### config.mk
export PLATFORM = sky130hd
export DESIGN_NAME = regbank_sequencer
export DESIGN_NICKNAME = d
export VERILOG_FILES = /design/src/rtl/regbank_pkg.sv /design/src/rtl/regbank_sequencer.sv
export SDC_FILE = /design/constraint.sdc
export NUM_CORES = 1
export LEC_CHECK = 0
export CORE_MARGIN = 3
export CORE_UTILIZATION = 45
export CTS_CLUSTER_SIZE = 16
export DETAILED_ROUTE_END_ITERATION = 12
export PLACE_DENSITY = 0.83
export SLEW_MARGIN = 20
export SYNTH_ARGS = -nofsm -noshare
export SYNTH_HDL_FRONTEND = slang
export SYNTH_SLANG_ARGS = --single-unit
### constraint.sdc
create_clock -name clk -period 1.95 [get_ports clk]
set_input_delay 0.195 -clock clk [delete_from_list [all_inputs] [get_ports clk]]
set_output_delay 0.195 -clock clk [all_outputs]
set_load 0.05 [all_outputs]
### src/rtl/regbank_pkg.sv
// regbank_pkg: shared definitions for the 4x8-bit register bank and its
// initiator-side access sequencer.
//   DW, AW          : bank word width and register address width
//   RB_READ/RB_WRITE: encoding of the bank rw pin
//   seq_state_t     : sequencer FSM states
package regbank_pkg;

  localparam int DW = 8;
  localparam int AW = 2;

  localparam logic RB_READ  = 1'b1;
  localparam logic RB_WRITE = 1'b0;

  typedef enum logic [2:0] {
    ST_IDLE     = 3'd0,
    ST_RD_A     = 3'd1,
    ST_RD_B     = 3'd2,
    ST_ISSUE    = 3'd3,
    ST_WAIT_RES = 3'd4,
    ST_WB       = 3'd5
  } seq_state_t;

endpackage

### src/rtl/regbank_sequencer.sv
// regbank_sequencer: initiator-side access controller for the register bank.
// Accepts one operation at a time, reads its source operand(s) over the
// bank's single shared port, presents them to the datapath, waits for the
// result and drives a single write-back cycle.
//
// Ports:
//   clk, rst_n                 clock, synchronous active-low reset
//   req_valid/req_ready        operation request handshake
//   req_src_a, req_src_b       source registers
//   req_two_src                1 = src_b is read as well
//   req_wb_en, req_dst         write-back enable and destination
//   opnd_valid/opnd_ready, opa, opb   operands to the datapath
//   res_valid/res_ready, res_data     result from the datapath
//   rb_r_add, rb_w_add, rb_rw, rb_wdata, rb_rdata   bank port
//
// Build option:
//   REGBANK_SEQ_SAMESRC_EN  when defined, a two-source request whose sources
//                           are equal skips the second bank read and loads
//                           opb with the same word as opa.
module regbank_sequencer #(
  parameter int DW = regbank_pkg::DW,
  parameter int AW = regbank_pkg::AW
) (
  input  logic          clk,
  input  logic          rst_n,
  input  logic          req_valid,
  output logic          req_ready,
  input  logic [AW-1:0] req_src_a,
  input  logic [AW-1:0] req_src_b,
  input  logic          req_two_src,
  input  logic          req_wb_en,
  input  logic [AW-1:0] req_dst,
  output logic          opnd_valid,
  input  logic          opnd_ready,
  output logic [DW-1:0] opa,
  output logic [DW-1:0] opb,
  input  logic          res_valid,
  output logic          res_ready,
  input  logic [DW-1:0] res_data,
  output logic [AW-1:0] rb_r_add,
  output logic [AW-1:0] rb_w_add,
  output logic          rb_rw,
  output logic [DW-1:0] rb_wdata,
  input  logic [DW-1:0] rb_rdata
);

  import regbank_pkg::*;

  seq_state_t    state_q;
  logic [AW-1:0] src_a_q;
  logic [AW-1:0] src_b_q;
  logic          two_src_q;
  logic          wb_en_q;
  logic [AW-1:0] dst_q;
  logic          same_src;

`ifdef REGBANK_SEQ_SAMESRC_EN
  assign same_src = (src_b_q == src_a_q);
`else
  assign same_src = 1'b0;
`endif

  // Handshake readies decode straight from the state; gating with rst_n keeps
  // them low for the whole reset period.
  assign req_ready = rst_n && (state_q == ST_IDLE);
  assign res_ready = rst_n && (state_q == ST_WAIT_RES);

  always_ff @(posedge clk) begin
    if (!rst_n) begin
      // rb_rw returns to read at this edge, ahead of the bank's negedge
      // sample, so an aborted write-back never commits.
      state_q    <= ST_IDLE;
      src_a_q    <= '0;
      src_b_q    <= '0;
      two_src_q  <= 1'b0;
      wb_en_q    <= 1'b0;
      dst_q      <= '0;
      opnd_valid <= 1'b0;
      opa        <= '0;
      opb        <= '0;
      rb_r_add   <= '0;
      rb_w_add   <= '0;
      rb_rw      <= RB_READ;
      rb_wdata   <= '0;
    end else begin
      case (state_q)
        ST_IDLE: begin
          if (req_valid) begin
            src_a_q   <= req_src_a;
            src_b_q   <= req_src_b;
            two_src_q <= req_two_src;
            wb_en_q   <= req_wb_en;
            dst_q     <= req_dst;
            rb_r_add  <= req_src_a;
            rb_rw     <= RB_READ;
            state_q   <= ST_RD_A;
          end
        end
        ST_RD_A: begin
          opa <= rb_rdata;
          if (two_src_q && !same_src) begin
            rb_r_add <= src_b_q;
            state_q  <= ST_RD_B;
          end else begin
            // Reaching here with two_src set means the sources matched, so
            // the word just read serves both operands.
            opb        <= two_src_q ? rb_rdata : '0;
            opnd_valid <= 1'b1;
            state_q    <= ST_ISSUE;
          end
        end
        ST_RD_B: begin
          opb        <= rb_rdata;
          opnd_valid <= 1'b1;
          state_q    <= ST_ISSUE;
        end
        ST_ISSUE: begin
          if (opnd_ready) begin
            opnd_valid <= 1'b0;
            state_q    <= wb_en_q ? ST_WAIT_RES : ST_IDLE;
          end
        end
        ST_WAIT_RES: begin
          if (res_valid) begin
            rb_wdata <= res_data;
            rb_w_add <= dst_q;
            rb_rw    <= RB_WRITE;
            state_q  <= ST_WB;
          end
        end
        ST_WB: begin
          rb_rw   <= RB_READ;
          state_q <= ST_IDLE;
        end
        default: begin
          rb_rw   <= RB_READ;
          state_q <= ST_IDLE;
        end
      endcase
    end
  end

endmodule

==> summary.log, run 1 <==
[setup_path] Critical Path Max Stage Delay 0.63 ns
[die] vertical die dimension 64.34 µm
[run_status] status finished, final reports clean
[timing] final worst-path cycle share 0.9498
[timing] worst-margin pin slew 0.6139 ns
[synthesis] post-synthesis share of cell area spent on xor and xnor gates 0
[setup_path] required time at the worst-slack endpoint 1.75 ns
[global_routing] peak-usage layer in the global routing report met2
[cts] number of buffers inserted for hold repair after clock tree synthesis 0
[place] pre-CTS setup slack 0.2193 ns
[min_path] class of the tightest hold or removal check primary input to flip-flop
[synthesis] fraction of the mapped netlist area in compound gates 0.1438
[setup_path] CP Capture Point res_ready
[pwr] proportion of total power due to net switching 0.3526
[finish] Fillers 253
[synthesis] count of different cell masters after synthesis 30
[die] Die Area 4139 µm²
[timing] final number of setup-violating endpoints 0
[timing] final critical delay including setup and external delays 1.852 ns
[finish] final standard cell area without fillers 2255 µm²
[cts] source-to-sink clock delay at the later pin of the worst-skew pair 0.34 ns
[synthesis] sequential-to-total area share from yosys stat 0.5098
[place] routability cong. 0.8382
[finish] share of final-layout standard cells stronger than drive strength 1 0.09417
[pwr] internal power of the cells 1.330 mW
[timing] Slew Limit Fails 0
[die] horizontal extent of the die 64.34 µm
[synthesis] summed instance area of the synthesized netlist 1531 µm²
[cts] clock sink total 39
[place] area after detailed placement 2201 µm²
[setup_path] cell depth of the worst flop-to-flop path 3
[setup_path] critical path launch point state_q[2]
[global_routing] via count of the first global-routing pass 1,347
[global_routing] met3 global-route usage 0.06678
[global_routing] global-route wire length before repair 6292 µm
[setup_path] setup slack on the worst flop-to-flop path 0.44 ns
[die] initial core utilization 0.4857
[setup_path] sort of element at the start of the critical path flip-flop
[finish] NumNets Final 251
[global_routing] met2 Resource Use GR 0.3286
[cts] post-CTS setup buffer count 0
[setup_path] crit-path max FO 13
[cts] level count of the clock H-tree 2
[drt] post-DR wirelength/cell 14.21 µm
[drt] residual antenna-violating net count after detailed routing 0
[pwr] worst vdd rail ir drop 0.6233 mV
[global_routing] GR met1 Demand/Resource 0.2258
[synthesis] mean instance size in the synthesized netlist 9.632 µm²
[pwr] relative contribution of the clock network to total power 0.191
[synthesis] arithmetic-cell share of the synthesized area counting full adders, half adders and majority gates 0
[synthesis] Post-Syn Nets 188
[timing] fmax 539.9 MHz
[setup_path] number of cells on the critical path 3
[global_routing] global-route usage over all layers 0.1958
[cts] Longest Clk Path Bufs 2
[cts] Clock Pin Slew Worst Setup and Hold Paths 0.11 ns
[setup_path] data arrival time at the worst-slack endpoint 1.66 ns
[die] io pins 61
[pwr] areal power density over the cells 911.2 nW/µm²
[global_routing] total overflow reported by the global router 0
[setup_path] critical register-to-register path endpoint opb[4]
[timing] RSZ-0062 raised after global routing no
[pwr] Gate power share 0.352
[setup_path] gate family responsible for the most delay along the worst path flip-flops
[finish] Area Overhead vs Synth 47.22%
[setup_path] Buffers & Inverters on Critical Path 1
[pwr] total leakage power 0.8292 nW
[setup_path] nature of the critical path endpoint output port
[timing] fin worst setup slack 0.09787 ns
[drt] wire length reported by the detailed router 3795 µm
[setup_path] kind of critical path flip-flop to output port
[drt] post-route DRC violation count 0
[synthesis] post-synthesis cell count 159
[timing] Rel. slew slack 0.5883
[synthesis] Ys Warns 0
[synthesis] multiplexer fraction of the synthesized cell area 0.1119
[die] area of the core 3153 µm²
[setup_path] cells along the critical path nand2_1, nor3_1, buf_12
[drt] number of design-rule violations left by the first detailed-router iteration 66
[drt] total via count after detailed routing 1,391
[cts] clock buffers created by TritonCTS 5
[global_routing] antenna violations before repair 0
[timing] hold violation count in the final report 0
[setup_path] FF-to-FF Start state_q[0]
[drt] drt via density 5.210
[synthesis] main combinational cell family by area after synthesis simple AND/OR/NAND/NOR gates
[setup_path] slowest stage cell, crit path dfxtp_1
[timing] sum of negative setup slack 0 ns
[finish] n_diodes 0
[place] detailed-placement wirelength estimate 2853 µm
[cts] number of instances resized during post-cts repair 0
[die] Cell Rows 20
[cts] TritonCTS clock tree built
[timing] worst-case clock skew 0.01108 ns
[drt] iteration count of the initial detailed-routing pass 4
[synthesis] area fraction in and, or, nand and nor cells after synthesis 0.1863
[global_routing] maximum number of pins on one net before global-route repair 30
[job] max-cap check violation count 0
[cts] clock root buffer master clkbuf_4
[place] Buffers on Ports 60
[pwr] power spent charging and discharging nets 724.5 µW
[pwr] part of the power in registers 0.457
[synthesis] total of flip-flops plus latches after synthesis 39
[power by group through the flow]
stage                     registers, mW  clock network (mW)  logic (mW)
after floorplan                    1.11                   0       0.319
after global placement            0.952                   0       0.711
after detailed placement          0.954                   0       0.724
after CTS                         0.940               0.403       0.725
after global routing              0.953               0.444       0.772
final                             0.939               0.393       0.723
[layer usage]
metal	routed length [µm]	vias up
met1	1643	648
met5	0	-
met4	63	0
met2	1764	57
li1	-	679
met3	323	7
[area by class of cell]
cell class | instances | area (µm²) | share of cell area
flip-flops and latches | 39 | 780.7 | 0.3463
multi-input cells | 105 | 676.9 | 0.3002
repair buffers | 67 | 673.1 | 0.2986
well taps | 44 | 55.05 | 0.02442
clock buffers | 6 | 41.29 | 0.01831
inverters | 4 | 15.01 | 0.006659
clock inverters | 2 | 12.51 | 0.005549
[Yosys cell counts]
master,count,area share
a221oi_1,1,0.0057
nand2_1,23,0.056
buf_1,2,0.0049
o2bb2ai_1,1,0.0057
inv_1,4,0.0098
a22o_1,8,0.046
o22ai_1,1,0.0041
nor2_1,18,0.044
dfxtp_1,39,0.51
a311oi_1,3,0.017
a32o_1,1,0.0065
nor4b_4,1,0.016
o31ai_2,1,0.0082
o211ai_1,1,0.0049
buf_4,1,0.0049
nand4_1,1,0.0041
nand4bb_1,1,0.0074
nor3_1,3,0.0098
buf_6,1,0.0074
clkbuf_1,2,0.0049
a21oi_1,14,0.046
nor2b_1,3,0.012
and3_1,1,0.0041
mux2i_1,16,0.10
nor3b_1,2,0.0098
buf_2,5,0.016
nand2b_1,2,0.0082
mux2_2,1,0.0074
nor3_2,1,0.0065
and4bb_2,1,0.0082
[worst register-to-register path, cell delays in order (launching register included)]
cell and delay [ns]:
dfxtp_1 0.44, nor3b_1 0.22, o31ai_2 0.57, a22o_1 0.25
[sequential cells by signal, summed over array words and instances, names as in the netlist]
| signal | cells |
|---|---|
| rb_rw | 1 |
| two_src_q | 1 |
| opnd_valid | 1 |
| state_q | 3 |
| wb_en_q | 1 |
| rb_r_add | 2 |
| opb | 8 |
| rb_w_add | 2 |
| dst_q | 2 |
| opa | 8 |
| rb_wdata | 8 |
| src_b_q | 2 |
[worst min path at each step]
stage	from	to	slack, ns	depth (start not counted)
global route	res_data[2]	rb_wdata[2]	0.38	3
detailed placement	rb_wdata[4]	rb_wdata[4]	0.45	2
floorplan	rst_n	rb_rw	0.28	1
global placement	dst_q[1]	rb_w_add[1]	0.44	2
CTS	res_data[2]	rb_wdata[2]	0.37	3
finish	res_data[2]	rb_wdata[2]	0.38	3
[stage by stage]
step           cells  total power [mW]  hold WS (ns)    util
6_report         267             2.055        0.3838  0.7151
5_1_grt          267             2.169        0.3753  0.7151
4_1_cts          267             2.068        0.3738  0.7151
3_5_place_dp     259             1.679        0.4478  0.6980
3_3_place_gp     259             1.663        0.4400  0.6980
2_1_floorplan    159             1.427        0.2839       -
[cell usage in the layout (no fill, tap or decap), drive strengths merged, types with 4 or more instances in the layout]
cell | netlist | layout
nor2 | 18 | 18
mux2i | 16 | 16
a21oi | 14 | 14
a22o | 8 | 8
clkdlybuf4s50 | 0 | 58
inv | 4 | 4
buf | 9 | 9
nand2 | 23 | 23
dfxtp | 39 | 39
clkbuf | 2 | 6
nor3 | 4 | 4
[logic make-up after synthesis]
logic type / count (synthesis)
buf+inv: 15
mux: 17
simple gates: 57
compound gates: 31
flops: 39
No activity file was read; power rests on OpenSTA's default activity.
==> run 2: changes to the inputs <==
--- a/config.mk
+++ b/config.mk
@@ -6,4 +6,5 @@
 export NUM_CORES = 1
 export LEC_CHECK = 0
+export CORE_ASPECT_RATIO = 1.5
 export CORE_MARGIN = 3
 export CORE_UTILIZATION = 45
==> constraint.sdc (replaced) <==
create_clock -name clk -period 1.95 [get_ports clk]
set_input_delay 0.4875 -clock clk [delete_from_list [all_inputs] [get_ports clk]]
set_output_delay 0.4875 -clock clk [all_outputs]
set_load 0.05 [all_outputs]
==> run 2 against run 1 <==
  * Clock power rose by 100%
  * Power up 20%
  * Worst setup slack got worse by 0.059 ns
  * Cell area rose by 3.3%
  * Count of clock-buffer cells in the layout fell by 1
  * Routed wire length rose by 1.2%
==> summary.log, run 2 (synthesized netlist as in run 1, its figures left out) <==
[timing] fmax 523.2 MHz [-3.1%]
[finish] top library cells by usage in the layout, fill and taps aside dfxtp_1 (39), buf_4 (32), clkdlybuf4s50_1 (30), nand2_1 (23), nor2_1 (18)
[setup_path] slowest stage cell, crit path clkdlybuf4s50_1
[cts] TritonCTS clock tree built
[finish] NumNets Final 254 [+1.2%]
[drt] total via count after detailed routing 1,393 [+0.14%]
[min_path] hold worst-path end rb_wdata[2]
[drt] post-DR wirelength/cell 14.43 µm [+1.5%]
[drt] detailed-routed wire length on met3 396 µm [+23%]
[setup_path] Buffers & Inverters on Critical Path 1 [unchanged]
[timing] Rel. slew slack 0.6032 [+0.01494]
[cts] clock root buffer master clkbuf_8
[pwr] worst vdd rail ir drop 0.9149 mV [+47%]
[run_status] status finished, final reports clean
[setup_path] Critical Path Max Stage Delay 0.80 ns [+0.17 ns]
[setup_path] critical path launch point rb_wdata[5]
[finish] biggest registers after layout opa (8), opb (8), rb_wdata (8)
[cts] source-to-sink clock delay at the later pin of the worst-skew pair 0.29 ns [-0.05 ns]
[job] max-cap check violation count 0 [unchanged]
[drt] residual antenna-violating net count after detailed routing 0 [unchanged]
[cts] clock buffers created by TritonCTS 5 [unchanged]
[die] Die Area 4154 µm² [+0.35%]
[min_path] source of the worst hold timing path rb_wdata[2]
[cts] level count of the clock H-tree 2 [unchanged]
[setup_path] cell depth of the worst flop-to-flop path 3 [unchanged]
[timing] hold violation count in the final report 0 [unchanged]
[drt] wire length reported by the detailed router 3839 µm [+1.2%]
[setup_path] gate family responsible for the most delay along the worst path buffers and inverters
[place] Buffers on Ports 60 [unchanged]
[cts] Longest Clk Path Bufs 2 [unchanged]
[setup_path] sort of element at the start of the critical path flip-flop
[drt] top routing layer in use met4
[global_routing] global-route usage over all layers 0.2038 [+0.007949]
[place] detailed-placement wirelength estimate 2882 µm [+1.0%]
[timing] final number of setup-violating endpoints 0 [unchanged]
[finish] share of final-layout standard cells stronger than drive strength 1 0.2212 [+0.1271]
[die] initial core utilization 0.4753 [-0.01037]
[global_routing] via count of the first global-routing pass 1,463 [+8.6%]
[setup_path] required time at the worst-slack endpoint 1.46 ns [-0.29 ns]
[setup_path] crit-path max FO 2 [-11]
[place] routability cong. 0.7418 [-12%]
[die] horizontal extent of the die 53.63 µm [-17%]
[setup_path] kind of critical path flip-flop to output port
[setup_path] nature of the critical path endpoint output port
[global_routing] maximum number of pins on one net before global-route repair 30 [unchanged]
[finish] n_diodes 0 [unchanged]
[global_routing] total overflow reported by the global router 0 [unchanged]
[setup_path] cells along the critical path clkdlybuf4s50_1
[min_path] worst hold stages 2 [-1]
[finish] Fillers 236 [-6.7%]
[global_routing] global-route wire length before repair 6354 µm [+0.99%]
[die] vertical die dimension 77.45 µm [+20%]
[die] area of the core 3222 µm² [+2.2%]
[pwr] total leakage power 1.002 nW [+21%]
[timing] worst-case clock skew 0.004431 ns [-0.006648 ns]
[timing] worst-margin pin slew 0.5916 ns [-0.02228 ns]
[cts] Clock Pin Slew Worst Setup and Hold Paths 0.08 ns [-0.03 ns]
[finish] Area Overhead vs Synth 52.04%
[timing] RSZ-0062 raised after global routing no
[timing] final critical delay including setup and external delays 1.911 ns [+0.05921 ns]
[drt] drt via density 5.237 [+0.52%]
[timing] final worst-path cycle share 0.9802 [+0.03036]
[setup_path] FF-to-FF Start state_q[0]
[drt] met2 routed wirelength 2007 µm [+14%]
[global_routing] antenna violations before repair 0 [unchanged]
[timing] Slew Limit Fails 0 [unchanged]
[finish] final standard cell area without fillers 2328 µm² [+3.3%]
[setup_path] critical register-to-register path endpoint opb[2]
[setup_path] setup slack on the worst flop-to-flop path 0.26 ns [-0.18 ns]
[drt] routed length on met1 1379 µm [-16%]
[drt] number of design-rule violations left by the first detailed-router iteration 15 [-77%]
[drt] iteration count of the initial detailed-routing pass 4 [unchanged]
[cts] clock sink total 39 [unchanged]
[timing] worst hold slack 0.4524 ns [+0.06866 ns]
[pwr] areal power density over the cells 1056 nW/µm² [+16%]
[place] area after detailed placement 2183 µm² [-0.80%]
[drt] post-route DRC violation count 0 [unchanged]
[min_path] class of the tightest hold or removal check flip-flop to flip-flop
[die] io pins 61 [unchanged]
[die] Cell Rows 25 [+25%]
[setup_path] data arrival time at the worst-slack endpoint 1.42 ns [-0.24 ns]
[finish] most frequent standard cell in the layout excluding fill and tap cells dfxtp_1
run 2: power breakdown:
| part | total [mW] | switching (mW) | internal (mW) |
|---|---|---|---|
| sequential | 0.946 | 0.0728 | 0.873 |
| clock | 0.795 | 0.285 | 0.510 |
| combinational | 0.717 | 0.405 | 0.313 |
run 2: how the worst max path moves through the flow:
stage,end,slack [ns],depth (start not counted)
after floorplan,res_ready,0.18,3
after global placement,res_ready,-0.07,4
after detailed placement,res_ready,-0.06,4
after CTS,rb_w_add[1],0.02,1
after global routing,rb_w_add[0],0.006,1
final,rb_wdata[5],0.04,1
run 2: worst register-to-register path: stages (launching register included):
cell	delay (ns)
dfxtp_1	0.66
nor3b_1	0.45
o31ai_2	0.21
a22o_1	0.27
run 2: stage by stage:
step | cells | setup slack, ns | TNS [ns] | total power [mW] | utilization
2_1_floorplan | 159 | 0.1755 | 0 | 1.432 | -
3_3_place_gp | 258 | -0.07056 | -0.1040 | 1.664 | 0.6777
3_5_place_dp | 258 | -0.06152 | -0.4916 | 1.681 | 0.6777
4_1_cts | 266 | 0.01693 | 0 | 2.479 | 0.7196
5_1_grt | 266 | 0.006144 | 0 | 2.563 | 0.7227
6_report | 266 | 0.03866 | 0 | 2.458 | 0.7227
run 2: what timing repair did:
action / in CTS / in global routing
hold buffers: 0 / 0
cloned: 0 / 0
buffers inserted: 0 / 0
resized for setup: 1 / 4
pin swaps: 1 / 0
setup endpoints to repair: 2 / 4
run 2: per-layer routing:
layer | track usage | vias up
met1 | 0.2027 | 642
met3 | 0.09597 | 4
met4 | 0.07161 | 0
met5 | 0 | -
met2 | 0.3538 | 64
li1 | - | 683
run 2: layout make-up:
type / count / area [µm²] / share of cell area
multi-input combinational: 105 / 686.9 / 0.2950
sequential: 39 / 780.7 / 0.3353
timing repair buffer: 70 / 659.4 / 0.2832
clock inverter: 3 / 67.56 / 0.02902
tap: 40 / 50.05 / 0.02149
inverter: 4 / 15.01 / 0.006448
clock buffer: 5 / 68.82 / 0.02955
